==> src/rtl/board_io_pkg.sv <==
// Shared types and constants for the board I/O controller.
package board_io_pkg;

    // LCD write sequencer states.
    typedef enum logic [1:0] {
        IDLE  = 2'd0,
        SETUP = 2'd1,
        EN_HI = 2'd2,
        HOLD  = 2'd3
    } lcd_state_e;

    // All segments off (active-low).
    localparam logic [6:0] SEG_BLANK = 7'h7F;

    // Control bits inside each memory-mapped hex word.
    localparam int HEX_DECODE_BIT = 31;
    localparam int HEX_BLANK_BIT  = 30;

    // Active-low glyphs 0..F, segment order {g,f,e,d,c,b,a}.
    localparam logic [6:0] HEX_GLYPH [16] = '{
        7'h40, 7'h79, 7'h24, 7'h30, 7'h19, 7'h12, 7'h02, 7'h78,
        7'h00, 7'h10, 7'h08, 7'h03, 7'h46, 7'h21, 7'h06, 7'h0E
    };

endpackage

==> src/rtl/hex_seg_decode.sv <==
// Combinational nibble to active-low seven-segment glyph.
module hex_seg_decode
    import board_io_pkg::*;
(
    input  logic [3:0] i_nibble,
    output logic [6:0] o_seg
);

    // Table lookup of the glyph for the nibble.
    always_comb begin
        o_seg = HEX_GLYPH[i_nibble];
    end

endmodule

==> src/rtl/board_io_ctrl.sv <==
// Board-side I/O controller: hex displays, LEDs, debounced switches and a
// timed LCD write sequencer with a valid/ready request port.
//
// Handshake: a request is taken on a rising edge where i_lcd_valid and
// o_lcd_ready are both high; the requester must hold i_lcd_rs/i_lcd_byte with
// valid until then, and values offered while ready is low are not looked at.
module board_io_ctrl
    import board_io_pkg::*;
#(
    parameter int NUM_HEX       = 8,
    parameter int NUM_SW        = 17,
    parameter int NUM_LEDR      = 17,
    parameter int NUM_LEDG      = 8,
    parameter int DB_CYC        = 50000,
    parameter int LCD_SETUP_CYC = 4,
    parameter int LCD_EN_CYC    = 12,
    parameter int LCD_HOLD_CYC  = 4
) (
    input  logic                  i_clk,
    input  logic                  i_reset,
    input  logic [NUM_SW-1:0]     i_sw_raw,
    output logic [NUM_SW-1:0]     o_sw_db,
    input  logic [NUM_HEX*32-1:0] i_hex_word,
    output logic [NUM_HEX*7-1:0]  o_hex,
    input  logic [NUM_LEDR-1:0]   i_ledr,
    output logic [NUM_LEDR-1:0]   o_ledr,
    input  logic [NUM_LEDG-1:0]   i_ledg,
    output logic [NUM_LEDG-1:0]   o_ledg,
    input  logic                  i_lcd_valid,
    input  logic                  i_lcd_rs,
    input  logic [7:0]            i_lcd_byte,
    output logic                  o_lcd_ready,
    input  logic                  i_lcd_on,
    output logic [7:0]            o_lcd_data,
    output logic                  o_lcd_rs,
    output logic                  o_lcd_rw,
    output logic                  o_lcd_en,
    output logic                  o_lcd_on,
    output logic                  o_lcd_busy,
    output lcd_state_e            o_lcd_state
);

    localparam int PH_MAX = (LCD_SETUP_CYC > LCD_EN_CYC)
        ? ((LCD_SETUP_CYC > LCD_HOLD_CYC) ? LCD_SETUP_CYC : LCD_HOLD_CYC)
        : ((LCD_EN_CYC > LCD_HOLD_CYC) ? LCD_EN_CYC : LCD_HOLD_CYC);
    localparam int PH_W = $clog2(PH_MAX + 1);
    localparam int DB_W = $clog2(DB_CYC);

    localparam logic [PH_W-1:0] SETUP_LAST = PH_W'(LCD_SETUP_CYC - 1);
    localparam logic [PH_W-1:0] EN_LAST    = PH_W'(LCD_EN_CYC - 1);
    localparam logic [PH_W-1:0] HOLD_LAST  = PH_W'(LCD_HOLD_CYC - 1);
    localparam logic [DB_W-1:0] DB_LAST    = DB_W'(DB_CYC - 1);

    lcd_state_e            state_q, state_d;
    logic [PH_W-1:0]       ph_q, ph_d;
    logic [7:0]            lcd_data_q, lcd_data_d;
    logic                  lcd_rs_q, lcd_rs_d;
    logic                  lcd_on_q, lcd_on_d;
    logic [NUM_HEX*7-1:0]  hex_q, hex_d;
    logic [NUM_LEDR-1:0]   ledr_q, ledr_d;
    logic [NUM_LEDG-1:0]   ledg_q, ledg_d;
    logic [NUM_SW-1:0]     sw_meta_q, sw_meta_d;
    logic [NUM_SW-1:0]     sw_sync_q, sw_sync_d;
    logic [NUM_SW-1:0]     sw_prev_q, sw_prev_d;
    logic [NUM_SW-1:0]     sw_db_q, sw_db_d;
    logic [DB_W-1:0]       db_cnt_q, db_cnt_d;
    logic                  db_tick;
    logic [NUM_SW-1:0]     sw_stable;
    logic                  lcd_accept;
    logic [6:0]            dec_seg [NUM_HEX];

    assign o_lcd_ready = (state_q == IDLE) && !i_reset;
    assign lcd_accept  = i_lcd_valid && o_lcd_ready;

    // One decoder per channel; bits 29:7 of each word carry nothing.
    for (genvar k = 0; k < NUM_HEX; k++) begin : g_hex
        hex_seg_decode u_dec (
            .i_nibble (i_hex_word[32*k +: 4]),
            .o_seg    (dec_seg[k])
        );
        logic hex_unused;
        assign hex_unused = ^i_hex_word[32*k+7 +: 23];
    end

    // Per-channel segment select: blank beats decode beats raw.
    always_comb begin
        hex_d = hex_q;
        for (int k = 0; k < NUM_HEX; k++) begin
            if (i_hex_word[32*k+HEX_BLANK_BIT]) begin
                hex_d[7*k +: 7] = SEG_BLANK;
            end else if (i_hex_word[32*k+HEX_DECODE_BIT]) begin
                hex_d[7*k +: 7] = dec_seg[k];
            end else begin
                hex_d[7*k +: 7] = i_hex_word[32*k +: 7];
            end
        end
    end

    // LED and LCD power registers are plain copies of their requests.
    always_comb begin
        ledr_d   = i_ledr;
        ledg_d   = i_ledg;
        lcd_on_d = i_lcd_on;
    end

    // Synchroniser, shared sample tick, and agree-on-two-ticks debounce.
    always_comb begin
        sw_meta_d = i_sw_raw;
        sw_sync_d = sw_meta_q;
        db_tick   = (db_cnt_q == DB_LAST);
        db_cnt_d  = db_tick ? '0 : db_cnt_q + DB_W'(1);
        sw_stable = ~(sw_sync_q ^ sw_prev_q);
        sw_prev_d = sw_prev_q;
        sw_db_d   = sw_db_q;
        if (db_tick) begin
            sw_prev_d = sw_sync_q;
            sw_db_d   = (sw_sync_q & sw_stable) | (sw_db_q & ~sw_stable);
        end
    end

    // LCD sequencer next state; phase counter restarts on every state change.
    always_comb begin
        state_d    = state_q;
        ph_d       = ph_q + PH_W'(1);
        lcd_data_d = lcd_data_q;
        lcd_rs_d   = lcd_rs_q;
        case (state_q)
            IDLE: begin
                ph_d = '0;
                if (lcd_accept) begin
                    state_d    = SETUP;
                    lcd_data_d = i_lcd_byte;
                    lcd_rs_d   = i_lcd_rs;
                end
            end
            SETUP: begin
                if (ph_q == SETUP_LAST) begin
                    state_d = EN_HI;
                    ph_d    = '0;
                end
            end
            EN_HI: begin
                if (ph_q == EN_LAST) begin
                    state_d = HOLD;
                    ph_d    = '0;
                end
            end
            HOLD: begin
                if (ph_q == HOLD_LAST) begin
                    state_d = IDLE;
                    ph_d    = '0;
                end
            end
            default: begin
                state_d = IDLE;
                ph_d    = '0;
            end
        endcase
    end

    // All state registers with synchronous reset.
    always_ff @(posedge i_clk) begin
        if (i_reset) begin
            state_q    <= IDLE;
            ph_q       <= '0;
            lcd_data_q <= '0;
            lcd_rs_q   <= 1'b0;
            lcd_on_q   <= 1'b0;
            hex_q      <= {NUM_HEX{SEG_BLANK}};
            ledr_q     <= '0;
            ledg_q     <= '0;
            sw_meta_q  <= '0;
            sw_sync_q  <= '0;
            sw_prev_q  <= '0;
            sw_db_q    <= '0;
            db_cnt_q   <= '0;
        end else begin
            state_q    <= state_d;
            ph_q       <= ph_d;
            lcd_data_q <= lcd_data_d;
            lcd_rs_q   <= lcd_rs_d;
            lcd_on_q   <= lcd_on_d;
            hex_q      <= hex_d;
            ledr_q     <= ledr_d;
            ledg_q     <= ledg_d;
            sw_meta_q  <= sw_meta_d;
            sw_sync_q  <= sw_sync_d;
            sw_prev_q  <= sw_prev_d;
            sw_db_q    <= sw_db_d;
            db_cnt_q   <= db_cnt_d;
        end
    end

    assign o_hex       = hex_q;
    assign o_ledr      = ledr_q;
    assign o_ledg      = ledg_q;
    assign o_sw_db     = sw_db_q;
    assign o_lcd_data  = lcd_data_q;
    assign o_lcd_rs    = lcd_rs_q;
    assign o_lcd_rw    = 1'b0;
    assign o_lcd_en    = (state_q == EN_HI);
    assign o_lcd_on    = lcd_on_q;
    assign o_lcd_busy  = (state_q != IDLE);
    assign o_lcd_state = state_q;

endmodule
==> config.mk <==
export PLATFORM = sky130hd
export DESIGN_NAME = board_io_ctrl
export DESIGN_NICKNAME = d
export VERILOG_FILES = /design/src/rtl/board_io_pkg.sv /design/src/rtl/hex_seg_decode.sv /design/src/rtl/board_io_ctrl.sv
export SDC_FILE = /design/constraint.sdc
export NUM_CORES = 1
export LEC_CHECK = 0
export ABC_AREA = 1
export BUFFER_PORTS_ARGS = -buffer_cell sky130_fd_sc_hd__buf_2
export CAP_MARGIN = 15
export CORE_MARGIN = 2
export CORE_UTILIZATION = 30
export DETAILED_ROUTE_END_ITERATION = 16
export GPL_TIMING_DRIVEN = 0
export SYNTH_ARGS = -nofsm -noshare
export SYNTH_HDL_FRONTEND = slang
export SYNTH_SLANG_ARGS = --single-unit
==> constraint.sdc <==
create_clock -name i_clk -period 1.84 [get_ports i_clk]
set_input_delay 0.184 -clock i_clk [delete_from_list [all_inputs] [get_ports i_clk]]
set_output_delay 0.184 -clock i_clk [all_outputs]
set_load 0.02 [all_outputs]
* After elaboration in Yosys (flattened, before gate mapping)
Memories as Yosys holds them, arrays and structs flattened.
Cells that the tools add are included.
** Word-level totals
- Memory bits (read-only) :: 896
- Memories :: 8
- Logic and storage cells :: 111
- Flip-flop bits (word level) :: 181
- Output and inout bits :: 114
- Input port bits :: 311
** Cells by class
- $add $sub $neg :: 2
- Order comparisons :: 8
- Multiplexer cells :: 32
- Equal/unequal tests :: 10
- Bitwise logic cells :: 14
- Reduce and logical (&&, ||, !) cells :: 17
** Memories
- (name not given) :: words 16, bits a word 7, rd ports 1, clocked after memory_dff 0, write ports 0, line hex_seg_decode.sv:11 : o_seg = HEX_GLYPH[i_nibble];
- (name not given) :: words 16, bits a word 7, rd ports 1, clocked after memory_dff 0, write ports 0, line hex_seg_decode.sv:11
- (name not given) :: words 16, bits a word 7, rd ports 1, clocked after memory_dff 0, write ports 0, line hex_seg_decode.sv:11
- (name not given) :: words 16, bits a word 7, rd ports 1, clocked after memory_dff 0, write ports 0, line hex_seg_decode.sv:11
- (name not given) :: words 16, bits a word 7, rd ports 1, clocked after memory_dff 0, write ports 0, line hex_seg_decode.sv:11
- (name not given) :: words 16, bits a word 7, rd ports 1, clocked after memory_dff 0, write ports 0, line hex_seg_decode.sv:11
- 2 more memories
** Operators with widths (count)
- 7-bit two-way mux :: 24
- 5-bit >= comparator (second input constant) :: 8
- 4-bit inverter with 5-bit output :: 8
- 17-bit AND :: 2
- 17-bit inverter :: 2
- 2-bit OR reduction :: 10
- 17-bit OR :: 1
- 17-bit XOR :: 1
- 16-bit by 1-bit adder with 16-bit output (second input constant) :: 1
- 16-bit == test (second input constant) :: 1
- 4-bit case mux with 3 select lines :: 1
- 2-bit two-way mux :: 4
- 4-bit two-way mux :: 2
- 2-bit case mux with 4 select lines :: 1
- 2-bit != test (second input constant) :: 3
- 4-bit by 1-bit adder with 4-bit output (second input constant) :: 1
- 2-bit == test (second input constant) :: 2
- 4-bit by 2-bit == test with 1-bit output (second input constant) :: 1
- 4-bit == test (second input constant) :: 1
- 4-bit AND reduction :: 1
- 2-bit by 1-bit == test with 1-bit output (second input constant) :: 1
- 1-bit logical AND :: 2
- 2-bit logical NOT :: 1
- 2-bit by 1-bit != test with 1-bit output (second input constant) :: 1
- other kinds (3) :: 3

* Depth between registers and ports, before layout
- Depth after elaboration :: 5
- Depth in mapped cells :: 10
- Mapped depth without buffers :: 10

* Hierarchy
A second synthesis with hierarchy kept.
** Unflattened totals
- Cells, all modules :: 1213
- Area total of the unflattened synthesis :: 8707.1 um^2
** By module, submodules not included
- board_io_ctrl :: area an instance 6520.0 um^2, cells each 821, seq. area each 3623.5 um^2, times used 1
- hex_seg_decode (g_hex[0].u_dec ...) :: area an instance 274.0 um^2, cells each 49, seq. area each 0.0 um^2, times used 7
- hex_seg_decode (g_hex[3].u_dec) :: area an instance 269.0 um^2, cells each 49, seq. area each 0.0 um^2, times used 1

* Least setup slack after synthesis
Ideal clock, no wire load.
- Path type :: register -> register
- From :: reg state_q[0], in the netlist o_lcd_state[0]
- To :: reg lcd_data_q[0], in the netlist o_lcd_data[0]
- Buffers on the path :: 1
- Setup time :: 114 ps
- Arrival time :: 1707 ps
- Setup slack :: 19 ps
- Cell stages (with the launch flop) :: 10
- Required time :: 1726 ps
- Period minus slack after synthesis :: 1821 ps
- Path through :: dfxtp_1 inv_1 ha_1 inv_1 nor2_1 nand2_1 buf_2 clkinv_1 nand2_1 nand2_1
** Between the ends
- Word-level cells in the longest chain between the ends :: 4
** Ends and longest elaborated chain
- start, declared :: line board_io_ctrl.sv:54 : lcd_state_e state_q, state_d;
- start signal, assigned :: line board_io_ctrl.sv:178 : state_q <= state_d;
- 2-bit logical NOT :: line board_io_ctrl.sv:72 : assign o_lcd_ready = (state_q == IDLE) && !i_reset;
- 1-bit logical AND :: line board_io_ctrl.sv:72
- named net o_lcd_ready :: line board_io_ctrl.sv:32 : output logic o_lcd_ready,
- 1-bit logical AND :: line board_io_ctrl.sv:73 : assign lcd_accept = i_lcd_valid && o_lcd_ready;
- 2-bit AND reduction (no line)
- end signal, assigned :: line board_io_ctrl.sv:180 : lcd_data_q <= lcd_data_d;
- end, declared :: line board_io_ctrl.sv:56 : logic [7:0] lcd_data_q, lcd_data_d;
The timed path passes the listed nets, and every way through them passes these cells.
A chain may end at the register's enable or synchronous reset.

* Worst setup path in the final report
- From :: reg db_cnt_q[0]
- To :: reg db_cnt_q[8]
** Between the ends
- Word-level cells in the longest chain between the ends :: 2
- Elaborated cells between the ends (all ways) :: 3
- Those cells by class :: 1 x add/sub; 1 x eq/ne; 1 x reduce/logical
** Ends and longest elaborated chain
- start, declared :: line board_io_ctrl.sv:66 : logic [DB_W-1:0] db_cnt_q, db_cnt_d;
- start signal, assigned :: line board_io_ctrl.sv:190 : db_cnt_q <= db_cnt_d;
- branches (longest 2 deep; another with 16-bit by 1-bit adder with 16-bit output)
Several ways; the timed one is not identified.

==> results.cfg <==
[setup_path]
required_ps = 2160
r2r-start = db_cnt_q[0]
crit_path_start_kind = register
worstSetupEndpointType = register
rr_endpoint = db_cnt_q[8]
regToRegSetupSlack_ps = 200
r2r_cells = 7
critPathArrivalTime_ps = 1960
crit_fanout = 10
worstSetupPathType = register to register

[pwr]
power.density_mw_per_mm2 = 843.3
vdd_drop_max_v = 0.0004667
power.leakage_nw = 5.091

[yosys]
synth_cell_type_count = 31
syn-num-nets = 1438
synth-seq-cells = 181
ys_seq_area_share_pct = 44.40
synth_top_area_share_pct = 44.40
synth_area_leaders = dfxtp_1 (44%), nand2_1 (9.1%), ha_1 (8.4%), nor2_1 (6.3%), inv_1 (6.2%)
ys_warn_count = 0
syn_area_per_cell_um2 = 7.612
syn_area_mm2 = 0.008160
synthCells = 1072
synth_top_area_cell = dfxtp_1

[floorplanning]
fp.dieW_um = 168.9
die_h_um = 168.9
die_area_mm2 = 0.02854
top_level_ports = 425
rows = 60
core_mm2 = 0.02680
start_util_pct = 30.45

[place]
hpwl_mm = 16.14
numPortBuffers = 239
gp_congestion = 0.8774

[global_routing]
antenna_found_initial = 3
grt_pass1_vias = 7625
grt_pass1_wl_mm = 36.84
grt_max_degree = 20
grt_overflow = 0
grt_use_total_pct = 15.91

[cts]
htree_levels = 4
clockBufferDepth = 2
path_clk_slew_ps = 80
numCtsBuffers = 17
cts_root_buf = clkbuf_16
cts.sinks = 181
cts_tree = done
clk-insertion-delay-late_ps = 430

[drt]
num_vias = 7903
ant_nets = 0
wl_per_cell_um = 12.63
wirelength_mm = 22.30
firstDrtPassIters = 5
dr.first_iter.drc_count = 335
drc = 0
viasPerCell = 4.475

[sta]
finalMaxSlewViolations = 0
post-route-period-util_pct = 88.97
fin_crit_ps = 1637
finalSetupViolations = 0
skew_ps = 11.85
tightest_slew_ps = 766.3
finalHoldViolCount = 0
fmax_ghz = 0.6108
fin_tns_setup_ps = 0
whs_ps = 22.12
relSlewSlack_pct = 48.91
rsz0062_at_grt = no

[hold_path]
min_to = o_hex[28]
min_from = i_hex_word[159]
hp-class = input pin to register
hold_path_depth = 2

[final_layout]
drive_gt1_share_pct = 21.38
layout_commonest_cell = buf_2
nets = 1775
final_cell_mix = buf_2 (246), nand2_1 (198), dfxtp_1 (181), nor2_1 (137), inv_1 (134)
area_growth_pct = 36.98

[outcome]
status = completed

[flow_run]
max-cap-violations = 0
state kept, by name (all words and copies together) (netlist names), named ones only:
| register | count |
|---|---|
| o_hex | 56 |
| o_ledr | 17 |
| sw_meta_q | 17 |
| sw_prev_q | 17 |
| sw_sync_q | 17 |
| db_cnt_q | 16 |
| o_lcd_data | 8 |
| o_ledg | 8 |
| ph_q | 4 |
| o_lcd_state | 2 |
| o_lcd_on | 1 |
| o_lcd_rs | 1 |
critical path, cell delays in order (launching register included):
cell,delay (ps)
dfxtp_1,360
ha_1,200
nand3_1,160
nor2_4,230
nand2_4,140
nand2_2,180
buf_4,200
nor2_1,60
worst max path at each step:
| stage | startpoint | to | cells after the start |
|---|---|---|---|
| 2_1_floorplan | o_lcd_state[0] | o_lcd_data[0] | 9 |
| 3_5_place_dp | i_reset | sw_sync_q[2] | 4 |
| 5_1_grt | db_cnt_q[0] | db_cnt_q[8] | 7 |
| 6_report | db_cnt_q[0] | db_cnt_q[8] | 7 |
| 4_1_cts | db_cnt_q[0] | db_cnt_q[8] | 7 |
| 3_3_place_gp | i_reset | sw_sync_q[5] | 4 |
stage by stage:
stage               util (%)  cells  total power (W)  setup WS (ps)  area (um2)
global placement       36.50   1652         0.005754         -59.44        9783
finish                 41.71   1766         0.009426          202.9       11180
CTS                    41.64   1762         0.009572          105.2       11160
detailed placement     36.50   1652         0.005771         -54.06        9783
floorplan                  -   1072         0.005216          19.34        8160
global route           41.70   1765          0.01002          23.75       11180
per-layer routing:
metal  track usage, %  share of wire, %  vias up
li1                 -                 -     4116
met1            20.09                46     3499
met2            25.89                44      266
met3            5.120               8.3       22
met4            4.835               1.2        0
met5                0                 0        -
logic make-up (layout without fill, tap and decap cells):
family	Yosys count	after routing	share of synthesized area, %
other cells	1	4	0.04595
compound gates	195	195	13.31
buf+inv	177	527	8.586
xor+xnor	24	24	2.576
simple gates	439	439	22.65
fa+ha+maj	55	55	8.433
flops	181	181	44.40
where the power goes:
group / switching [W] / leakage [nW] / internal [W]
clock network: 0.00178 / 0.285 / 0.00183
logic: 0.000998 / 3.32 / 0.000616
registers: 0.0000888 / 1.49 / 0.00411
final cells by class:
| class | instances | area [um2] |
|---|---|---|
| clock inverter | 14 | 166.4 |
| multi-input combinational | 714 | 3836 |
| buffer | 39 | 177.7 |
| inverter | 138 | 526.8 |
| antenna | 3 | 7.507 |
| fill | 2705 | 15620 |
| sequential | 181 | 3623 |
| tap | 341 | 426.7 |
| clock buffer | 18 | 429.2 |
| timing repair buffer | 318 | 1984 |
timing repair:
item	CTS	global route
setup buffers	0	1
endpoints found under the setup margin	0	16
gates resized for setup	0	1
hold buffers	78	0
endpoints found under the hold margin	78	0
synthesized netlist by cell type:
| master | count |
|---|---|
| nor3b_1 | 2 |
| clkinv_1 | 1 |
| nor2_4 | 1 |
| clkbuf_1 | 26 |
| buf_6 | 1 |
| ha_1 | 55 |
| nand2_4 | 1 |
| o211ai_1 | 25 |
| a31oi_1 | 8 |
| nand4_1 | 22 |
| xor2_1 | 5 |
| buf_1 | 1 |
| buf_2 | 7 |
| nand2_1 | 198 |
| nor3_1 | 3 |
| xnor2_1 | 19 |
| inv_1 | 134 |
| nand3b_1 | 2 |
| nand2_2 | 3 |
| nand3_1 | 68 |
| conb_1 | 1 |
| buf_4 | 4 |
| o21ai_0 | 97 |
| a21oi_2 | 10 |
| nor2_8 | 1 |
| inv_2 | 2 |
| clkinv_4 | 1 |
| nor2_2 | 1 |
| a21oi_1 | 55 |
| nor2_1 | 137 |
| dfxtp_1 | 181 |
Note: power is estimated with default switching activity, not from simulation.
